<file path="config.mk">
export PLATFORM = sky130hd
export DESIGN_NAME = adc_sample_scheduler
export DESIGN_NICKNAME = d
export VERILOG_FILES = /design/src/rtl/adc_sample_scheduler.sv
export SDC_FILE = /design/constraint.sdc
export NUM_CORES = 1
export LEC_CHECK = 0
export ABC_AREA = 1
export BUFFER_PORTS_ARGS = -buffer_cell sky130_fd_sc_hd__clkbuf_2
export CAP_MARGIN = 15
export CORE_MARGIN = 4
export CORE_UTILIZATION = 51
export DETAILED_ROUTE_END_ITERATION = 8
export PLACE_DENSITY = 0.79
export SYNTH_ARGS = -nofsm -noshare
export SYNTH_HDL_FRONTEND = slang
export SYNTH_SLANG_ARGS = --single-unit
</file>
<file path="constraint.sdc">
create_clock -name clk -period 2 [get_ports clk]
set_input_delay 0.3 -clock clk [delete_from_list [all_inputs] [get_ports clk]]
set_output_delay 0.3 -clock clk [all_outputs]
set_load 0.01 [all_outputs]
</file>
<file path="src/rtl/adc_sample_scheduler.sv">
// Round-robin burst scheduler for the shared serial ADC read engine.
// Two requesters each get bursts of conversions with a gap between them, timeout protection and tagged samples.
module adc_sample_scheduler #(
   parameter int DATA_W  = 12,
   parameter int BURST_W = 8,
   parameter int GAP_W   = 8,
   parameter int TIMEOUT = 64
)(
   input  logic              clk,
   input  logic              rst,
   input  logic              req0,
   input  logic              req1,
   input  logic [BURST_W-1:0] burst_len,
   input  logic [GAP_W-1:0]  gap,
   output logic              conv_start,
   input  logic              conv_done,
   input  logic [DATA_W-1:0] conv_data,
   output logic [1:0]        grant,
   output logic              out_valid,
   output logic [DATA_W-1:0] out_data,
   output logic              out_id,
   output logic              out_last,
   output logic [1:0]        burst_done,
   output logic              timeout_err
);
   localparam int WC_W = $clog2(TIMEOUT) + 1;

   typedef enum logic [1:0] {IDLE, WAIT, GAP, DONE} state_t;

   state_t            state, state_n;
   logic              owner, owner_n;
   logic              last_srv, last_srv_n;
   logic [BURST_W:0]  len_q, len_n, cnt, cnt_n, cnt_inc;
   logic [GAP_W-1:0]  gap_q, gap_n, gcnt, gcnt_n;
   logic [WC_W-1:0]   wcnt, wcnt_n;
   logic [1:0]        grant_n, burst_done_n;
   logic              conv_start_n, out_valid_n, out_last_n, out_id_n, timeout_err_n;
   logic [DATA_W-1:0] out_data_n;
   logic              pick;

   assign cnt_inc = cnt + 1'b1;
   // On contention the requester not served last wins; otherwise whoever asks.
   assign pick = (req0 && req1) ? ~last_srv : req1;

   always_comb begin
      state_n       = state;
      owner_n       = owner;
      last_srv_n    = last_srv;
      len_n         = len_q;
      cnt_n         = cnt;
      gap_n         = gap_q;
      gcnt_n        = gcnt;
      wcnt_n        = wcnt;
      grant_n       = grant;
      burst_done_n  = 2'b00;
      conv_start_n  = 1'b0;
      out_valid_n   = 1'b0;
      out_last_n    = 1'b0;
      out_id_n      = out_id;
      out_data_n    = out_data;
      timeout_err_n = 1'b0;
      case (state)
         IDLE: begin
            if (req0 || req1) begin
               owner_n      = pick;
               grant_n      = pick ? 2'b10 : 2'b01;
               len_n        = (burst_len == '0) ? (BURST_W+1)'(1) : {1'b0, burst_len};
               gap_n        = gap;
               cnt_n        = '0;
               wcnt_n       = '0;
               conv_start_n = 1'b1;
               state_n      = WAIT;
            end
         end
         WAIT: begin
            wcnt_n = wcnt + 1'b1;
            // A sample arriving on the timeout cycle is still accepted.
            if (conv_done) begin
               out_data_n  = conv_data;
               out_valid_n = 1'b1;
               out_id_n    = owner;
               cnt_n       = cnt_inc;
               if (cnt_inc == len_q) begin
                  out_last_n = 1'b1;
                  state_n    = DONE;
               end else if (gap_q == '0) begin
                  conv_start_n = 1'b1;
                  wcnt_n       = '0;
               end else begin
                  gcnt_n  = gap_q;
                  state_n = GAP;
               end
            end else if (wcnt == WC_W'(TIMEOUT - 1)) begin
               timeout_err_n = 1'b1;
               state_n       = DONE;
            end
         end
         GAP: begin
            gcnt_n = gcnt - 1'b1;
            if (gcnt == GAP_W'(1)) begin
               conv_start_n = 1'b1;
               wcnt_n       = '0;
               state_n      = WAIT;
            end
         end
         DONE: begin
            burst_done_n = owner ? 2'b10 : 2'b01;
            grant_n      = 2'b00;
            last_srv_n   = owner;
            state_n      = IDLE;
         end
         default: state_n = IDLE;
      endcase
   end

   always_ff @(posedge clk or posedge rst) begin
      if (rst) begin
         state       <= IDLE;
         owner       <= 1'b0;
         last_srv    <= 1'b1;
         len_q       <= '0;
         cnt         <= '0;
         gap_q       <= '0;
         gcnt        <= '0;
         wcnt        <= '0;
         grant       <= 2'b00;
         burst_done  <= 2'b00;
         conv_start  <= 1'b0;
         out_valid   <= 1'b0;
         out_last    <= 1'b0;
         out_id      <= 1'b0;
         out_data    <= '0;
         timeout_err <= 1'b0;
      end else begin
         state       <= state_n;
         owner       <= owner_n;
         last_srv    <= last_srv_n;
         len_q       <= len_n;
         cnt         <= cnt_n;
         gap_q       <= gap_n;
         gcnt        <= gcnt_n;
         wcnt        <= wcnt_n;
         grant       <= grant_n;
         burst_done  <= burst_done_n;
         conv_start  <= conv_start_n;
         out_valid   <= out_valid_n;
         out_last    <= out_last_n;
         out_id      <= out_id_n;
         out_data    <= out_data_n;
         timeout_err <= timeout_err_n;
      end
   end
endmodule

</file>
==> impl_metrics.csv, run 1 <==
group,metric,value,unit
final_layout,nets,510,
final_layout,synthToLayoutAreaGrowth,19.0,%
grt,antenna_found_initial,0,
hold_path,hp-start,"conv_data[6]",
worst_setup_path,crit_start,"cnt[0]$_DFFE_PP0P_",
grt,gr-usage-met3,3.95,%
cts,clockRootBuffer,"clkbuf_8",
drt,wire_per_inst,13.1,um
drt,drc,0,
power,powerDensity,1430,nW/um2
sta,period_minus_slack,1.85,ns
drt,postRouteAntennaNets,0,
grt,use_met1,25.7,%
sta,fmax,0.541,GHz
worst_setup_path,critPathCaptureType,"flop",
logic_synthesis,ys.flop_type,"dfrtp_1",
final_layout,antenna_cells,0,
worst_setup_path,worstPathMaxFanout,9,
sta,worst_pin_slew,0.592,ns
floorplanning,core_area,6060,um2
logic_synthesis,syn_avg_cell_area,7.98,um2
final_layout,fin_util,64.1,%
logic_synthesis,ys_async_sr_fraction,100,%
logic_synthesis,synth_compound_area_share,8.48,%
floorplanning,rows,28,
logic_synthesis,synthAdderAreaFrac,1.53,%
power,peakVddDrop,674,uV
placed_design,finalWeightedCongestion,0.922,
worst_setup_path,path_delay_family,"simple AND/OR/NAND/NOR gates",
hold_path,hold_path_class,"in -> reg",
final_layout,fin_cells,553,
cts,cts_made_buffers,9,
worst_setup_path,crit_type,"reg -> reg",
placed_design,portBuffers,53,
grt,grt_util_met2,32.7,%
final_layout,fillCellCount,507,
drt,vias_per_cell,5.12,
placed_design,place_inst,536,
cts,tritoncts,"built",
sta,setup_violations,0,
logic_synthesis,synth-xor-area-share,1.88,%
logic_synthesis,ys_warn_count,0,
worst_setup_path,cpMaxStageDelayCell,"dfrtp_2",
logic_synthesis,yosysUniqueCellTypes,32,
drt,routed_wl,7220,um
logic_synthesis,synth-edff-count,0,
final_layout,drive_gt1_share,21.8,%
worst_setup_path,critical_path.most_common_cell,"nand2_1",
worst_setup_path,arrival,2.08,ns
sta,rsz0062_at_grt,"yes",
logic_synthesis,synth_top_family_by_area,"simple AND/OR/NAND/NOR gates",
worst_setup_path,worstPathRequired,2.23,ns
grt,busiest_layer,"met2",
placed_design,dp.final_hpwl,5260,um
cts,htree_levels,3,
grt,grt_pass1_wl,12000,um
worst_setup_path,crit-reg2reg-launch,"cnt[0]$_DFFE_PP0P_",
sta,drv_slew,0,
run,maxCapViolCount,0,
logic_synthesis,synth_simple_gate_area_share,32.2,%
drt,first_pass_iters,5,
logic_synthesis,ys_seq_area_share,49.9,%
floorplanning,die_x,88.0,um
worst_setup_path,cp-start-kind,"flop",
cts,post_cts_buffers,0,
sta,fin_skew,0.00511,ns
power,power_leakage,2.06,nW
logic_synthesis,syn-instance-count,409,
logic_synthesis,synth-seq-cells,65,
grt,overflow,0,
logic_synthesis,synth_fp_nets,446,
cts,insertion_delay,0.34,ns
worst_setup_path,path_cells,"ha_4 > xnor2_2 > nand2_1 > nor2_1 > nand3_1 > nor2_2 > nand2_4 > nand3_4 > nand2_4 > nand2_1 > nand2_1",
worst_setup_path,crit_path_max_incr_delay,0.47,ns
grt,grt_usage,20.1,%
sta,fin_crit_sh,92.3,%
drt,drt_iter0_drc,111,
worst_setup_path,crit_buf_inv,0,
logic_synthesis,synthMuxAreaShare,0,%
drt,routed-via-count,2832,
cts,cts_buffer_depth,2,
run_status,status,"finished, final reports clean",
floorplanning,initial_utilization,53.8,%
floorplanning,fp.dieArea,7740,um2
floorplanning,die_h,88.0,um
grt,grt_max_degree,24,
sta,slew-limit-headroom,60.5,%
logic_synthesis,syn_area,3260,um2
cts,clk_pin_slew,0.08,ns
cts,cts_sinks,65,
sta,hold_viol,0,
grt,grt_pass1_vias,2687,
floorplanning,io_pins,54,
[cell type report]
type                       instances  area, um2  share of cell area [%]
sequential                        65       1630                    42.0
multi-input combinational        293       1460                    37.6
timing repair buffer              62        348                    8.96
inverter                          42        158                    4.06
clock buffer                      11        141                    3.64
tap                               75       93.8                    2.42
clock inverter                     5       53.8                    1.39
[logic make-up after synthesis]
logic type | Yosys count
and+or+nand+nor | 236
DFF | 65
buffers and inverters | 51
AOI/OAI and AO/OA | 46
xor gates and xnor gates | 7
adders and majority gates | 4
[report_power, final]
group | switching [mW] | total, mW | leakage [nW] | internal (mW)
logic | 1.38 | 2.22 | 1.12 | 0.832
registers | 0.380 | 2.19 | 0.835 | 1.81
clock network | 0.531 | 1.14 | 0.103 | 0.609
total | 2.29 | 5.55 | 2.06 | 3.25
[stage by stage]
step                setup TNS [ns]  setup WS (ns)  hold WS, ns  power, mW  cell area (um2)
finish                           0          0.153        0.148       5.55             3880
global route               -0.0939        -0.0235        0.142       6.01             3880
CTS                              0         0.0389        0.139       5.53             3860
detailed placement               0         0.0512        0.326       4.38             3660
global placement                 0          0.186        0.317       4.29             3660
floorplan                        0         0.0752        0.410       3.70             3260
[path summary, 6_finish.rpt]
check / end / slack, ns / depth (start not counted)
worst max-delay path: gcnt[4]$_DFFE_PP0P_ / 0.15 / 11
worst max register to register: gcnt[4]$_DFFE_PP0P_ / 0.15 / 11
worst min register to register: out_data[8]$_DFFE_PP0P_ / 0.47 / 2
worst min-delay path: out_data[6]$_DFFE_PP0P_ / 0.15 / 3
max in group asynchronous: gap_q[4]$_DFFE_PP0P_ / 0.93 / 4
min in group asynchronous: out_data[1]$_DFFE_PP0P_ / 0.51 / 3
[cells in the final DEF (no fill, tap or decap), types with 2 or more instances in the layout]
| cell | Yosys | routed |
|---|---|---|
| inv_1 | 37 | 36 |
| nand2_4 | 4 | 4 |
| nor3_1 | 5 | 5 |
| nor2_4 | 3 | 3 |
| ha_1 | 4 | 3 |
| clkinv_1 | 2 | 2 |
| xor2_1 | 5 | 5 |
| buf_4 | 0 | 7 |
| nand2_1 | 151 | 151 |
| o22ai_1 | 5 | 5 |
| dfrtp_1 | 64 | 63 |
| clkbuf_8 | 0 | 10 |
| nand3b_1 | 5 | 5 |
| nand4_1 | 2 | 2 |
| clkbuf_2 | 0 | 53 |
| clkinv_2 | 0 | 3 |
| nand2_2 | 2 | 2 |
| inv_2 | 3 | 4 |
| a21oi_1 | 6 | 6 |
| o21ai_2 | 6 | 6 |
| nand3_1 | 36 | 36 |
| o21ai_0 | 25 | 25 |
| nor2_1 | 21 | 21 |
| nor4_1 | 3 | 3 |
[synth_stat cells (all sizes together), types with 2 or more instances]
library cell / n / area share (%)
nand2: 157 / 19
dfrtp: 64 / 49
inv: 40 / 4.6
nand3: 38 / 6.4
o21ai: 31 / 5.4
nor2: 25 / 3.6
a21oi: 6 / 0.92
clkbuf: 6 / 0.69
o22ai: 6 / 1.3
nand3b: 5 / 1.2
nor3: 5 / 0.77
xor2: 5 / 1.3
ha: 4 / 1.5
buf: 3 / 0.46
nor4: 3 / 0.58
clkinv: 2 / 0.23
nand4: 2 / 0.38
xnor2: 2 / 0.54
[layer usage]
metal  vias to the layer above  wire length, um
li1                       1450                -
met1                      1309             3190
met2                        61             3570
met3                        12              317
met4                         0              136
met5                         -                0
[repair_timing]
action | CTS | global route
hold buffers | 1 | 0
gates resized for setup | 0 | 3
setup endpoints to repair | 0 | 17
hold endpoints to repair | 17 | 0
[flip-flops by register name (all words and copies together), names as in the netlist]
signal / cells
burst_done: 2
last_srv: 1
out_data: 12
out_id: 1
cnt: 9
len_q: 8
timeout_err: 1
conv_start: 1
gcnt: 8
out_valid: 1
state: 2
gap_q: 8
grant: 2
wcnt: 7
owner: 1
out_last: 1
[worst reg2reg max path, delay by kind of cell, from the launching register on]
kind          cells  cell delay, ns
fa+ha+maj         1            0.27
flops             1            0.47
xor+xnor          1            0.16
simple gates      9            0.85
No activity file was read; power rests on OpenSTA's default activity.
==> run 2: changes to the inputs <==
--- a/config.mk
+++ b/config.mk
@@ -11,7 +11,7 @@
 export CORE_MARGIN = 4
 export CORE_UTILIZATION = 51
 export DETAILED_ROUTE_END_ITERATION = 8
-export PLACE_DENSITY = 0.79
+export PLACE_DENSITY_LB_ADDON = 0.12
 export SYNTH_ARGS = -nofsm -noshare
 export SYNTH_HDL_FRONTEND = slang
 export SYNTH_SLANG_ARGS = --single-unit
==> constraint.sdc (replaced) <==
create_clock -name clk -period 1.49 [get_ports clk]
set_input_delay 0.2235 -clock clk [delete_from_list [all_inputs] [get_ports clk]]
set_output_delay 0.2235 -clock clk [all_outputs]
set_load 0.01 [all_outputs]
==> run 2 against run 1 <==
The run now ends with negative setup slack left. Wire length increased by 9.1%. Largest cell class unchanged. Power increased by 48%. Die area unchanged. Critical path depth increased by 3. Global-route usage increased by 1.4 points. Clock-buffer cell count decreased by 2. Largest power group unchanged. Clock skew increased by 0.0021 ns.
==> impl_metrics.csv, run 2 (same netlist as run 1, synthesis figures left out) <==
group,metric,value,unit
floorplanning,core_area,6060,um2
floorplanning,fp.dieArea,7740,um2
sta,hold_viol,0,
sta,fin_crit_sh,122,%
worst_setup_path,cp-start-kind,"flop",
sta,rsz0062_at_grt,"yes",
drt,drc,0,
drt,routed-via-count,2992,
sta,fin_skew,0.00721,ns
worst_setup_path,crit_buf_inv,2,
final_layout,largest_reg_flops,12,
cts,cts_made_buffers,9,
cts,tritoncts,"built",
final_layout,seq_area,1630,um2
drt,vias_per_cell,5.13,
power,peakVddDrop,1200,uV
sta,setup_violations,19,
floorplanning,io_pins,54,
placed_design,portBuffers,53,
final_layout,fin_util,70.7,%
power,powerDensity,1910,nW/um2
grt,grt_usage,21.5,%
drt,postRouteAntennaNets,0,
final_layout,reg_top3,"out_data: 12 flops, cnt: 9 flops",
grt,grt_pass1_wl,12800,um
cts,insertion_delay,0.35,ns
final_layout,fillCellCount,490,
final_layout,fin_cells,583,
sta,worst_pin_slew,0.524,ns
final_layout,antenna_cells,0,
final_layout,mostFrequentLayoutCells,"143 x nand2_1, 61 x dfrtp_1, 53 x clkbuf_2",
grt,grt_max_degree,28,
drt,routed_wl,7880,um
placed_design,finalWeightedCongestion,0.864,
final_layout,drive_gt1_share,31.9,%
final_layout,nets,540,
sta,fmax,0.549,GHz
sta,setup_ws,-0.332,ns
worst_setup_path,worstPathMaxFanout,5,
placed_design,dp_slack,-0.346,ns
worst_setup_path,worstPathRequired,1.73,ns
worst_setup_path,cpMaxStageDelayCell,"dfrtp_2",
floorplanning,die_x,88.0,um
cts,htree_levels,3,
cts,cts_buffer_depth,2,
run_status,violations,"negative setup slack",
worst_setup_path,crit_type,"reg -> reg",
drt,first_pass_iters,4,
grt,grt_pass1_vias,2918,
worst_setup_path,path_delay_family,"simple AND/OR/NAND/NOR gates",
worst_setup_path,arrival,2.06,ns
sta,drv_slew,0,
hold_path,hold_path_class,"in -> reg",
floorplanning,rows,28,
run_status,status,"finished with violations",
final_layout,final_common_cell,"nand2_1",
worst_setup_path,crit_path_max_incr_delay,0.44,ns
drt,wire_per_inst,13.5,um
power,power_leakage,2.23,nW
worst_setup_path,path_cells,"ha_4 > nand2_4 > inv_2 > nand3_1 > nand2_1 > nand2_2 > nand2_1 > nand2_2 > nor2_4 > nand2_4 > nand3_4 > buf_6 > nand3_1 > nand2_1",
run,maxCapViolCount,0,
drt,drt_iter0_drc,125,
cts,clockRootBuffer,"clkbuf_8",
worst_setup_path,critical_path.most_common_cell,"nand2_1",
grt,overflow,0,
sta,period_minus_slack,1.82,ns
floorplanning,initial_utilization,53.8,%
final_layout,synthToLayoutAreaGrowth,31.3,%
sta,tns,-4.67,ns
floorplanning,die_h,88.0,um
final_layout,regMostFlops,"out_data",
final_layout,multiInputGateArea,1570,um2
worst_setup_path,critPathCaptureType,"flop",
cts,clk_pin_slew,0.08,ns
sta,slew-limit-headroom,64.9,%
cts,cts_sinks,65,
grt,antenna_found_initial,0,
placed_design,place_inst,557,
placed_design,dp.final_hpwl,5530,um
==> run 2: cell count changes in the layout (fill, tap and decap cells not counted), sizes merged <==
cell      previous run  this run
clkinvlp             0         4
clkinv               5         4
clkbuf              64        62
buf                  8        37
inv                 41        40
bufinv               1         2
==> run 2: cell type report <==
type                            instances  share of cell area (%)
Multi-Input combinational cell        293                    36.7
Clock buffer                            9                    2.89
Sequential cell                        65                    38.1
Clock inverter                          7                    2.39
Tap cell                               75                    2.19
Timing Repair inverter                  1                   0.175
Timing Repair Buffer                   91                    13.7
Inverter                               42                    3.86
==> run 2: power by group <==
part           internal (mW)  switching (mW)  total, mW
Combinational           1.46            2.10       3.55
Clock                  0.955           0.740       1.69
Sequential              2.44           0.507       2.94
Total                   4.85            3.34       8.19
==> run 2: final timing paths <==
kind / from / to / slack [ns] / cells after the start
min in group asynchronous: rst / len_q[2]$_DFFE_PP0P_ / 0.43 / 3
worst max register to register: cnt[0]$_DFFE_PP0P_ / gcnt[6]$_DFFE_PP0P_ / -0.33 / 14
max in group asynchronous: rst / last_srv$_DFFE_PP1P_ / 0.52 / 4
worst min-delay path: conv_data[11] / out_data[11]$_DFFE_PP0P_ / 0.07 / 3
worst min register to register: out_data[0]$_DFFE_PP0P_ / out_data[0]$_DFFE_PP0P_ / 0.47 / 2
worst max-delay path: cnt[0]$_DFFE_PP0P_ / gcnt[6]$_DFFE_PP0P_ / -0.33 / 14
==> run 2: what timing repair did <==
action / 4_1_cts / 5_1_grt
setup endpoints to repair: 19 / 36
endpoints found under the hold margin: 14 / 0
resized for setup: 11 / 26
cloned: 0 / 1
pin swaps: 12 / 18
setup buffers: 3 / 5
hold buffers: 1 / 0
==> run 2: metal layers <==
metal	vias up	routed length [um]	GRT usage [%]
met2	64	4060	36.3
met3	17	316	4.89
met1	1409	3350	26.5
met5	-	0	0
met4	0	147	9.07
li1	1502	-	-
==> run 2: stage by stage <==
step | power, mW | instance area (um2) | hold WS [ns]
3_5_place_dp | 6.13 | 3850 | 0.244
2_1_floorplan | 4.99 | 3290 | 0.333
4_1_cts | 8.00 | 4160 | 0.0566
6_report | 8.19 | 4280 | 0.0696
5_1_grt | 8.85 | 4280 | 0.0585
3_3_place_gp | 6.03 | 3850 | 0.231
==> run 2: tightest hold or removal path: stages <==
cell,delay (ns)
clkbuf_2,0.07
nand2_1,0.04
nand2_1,0.05
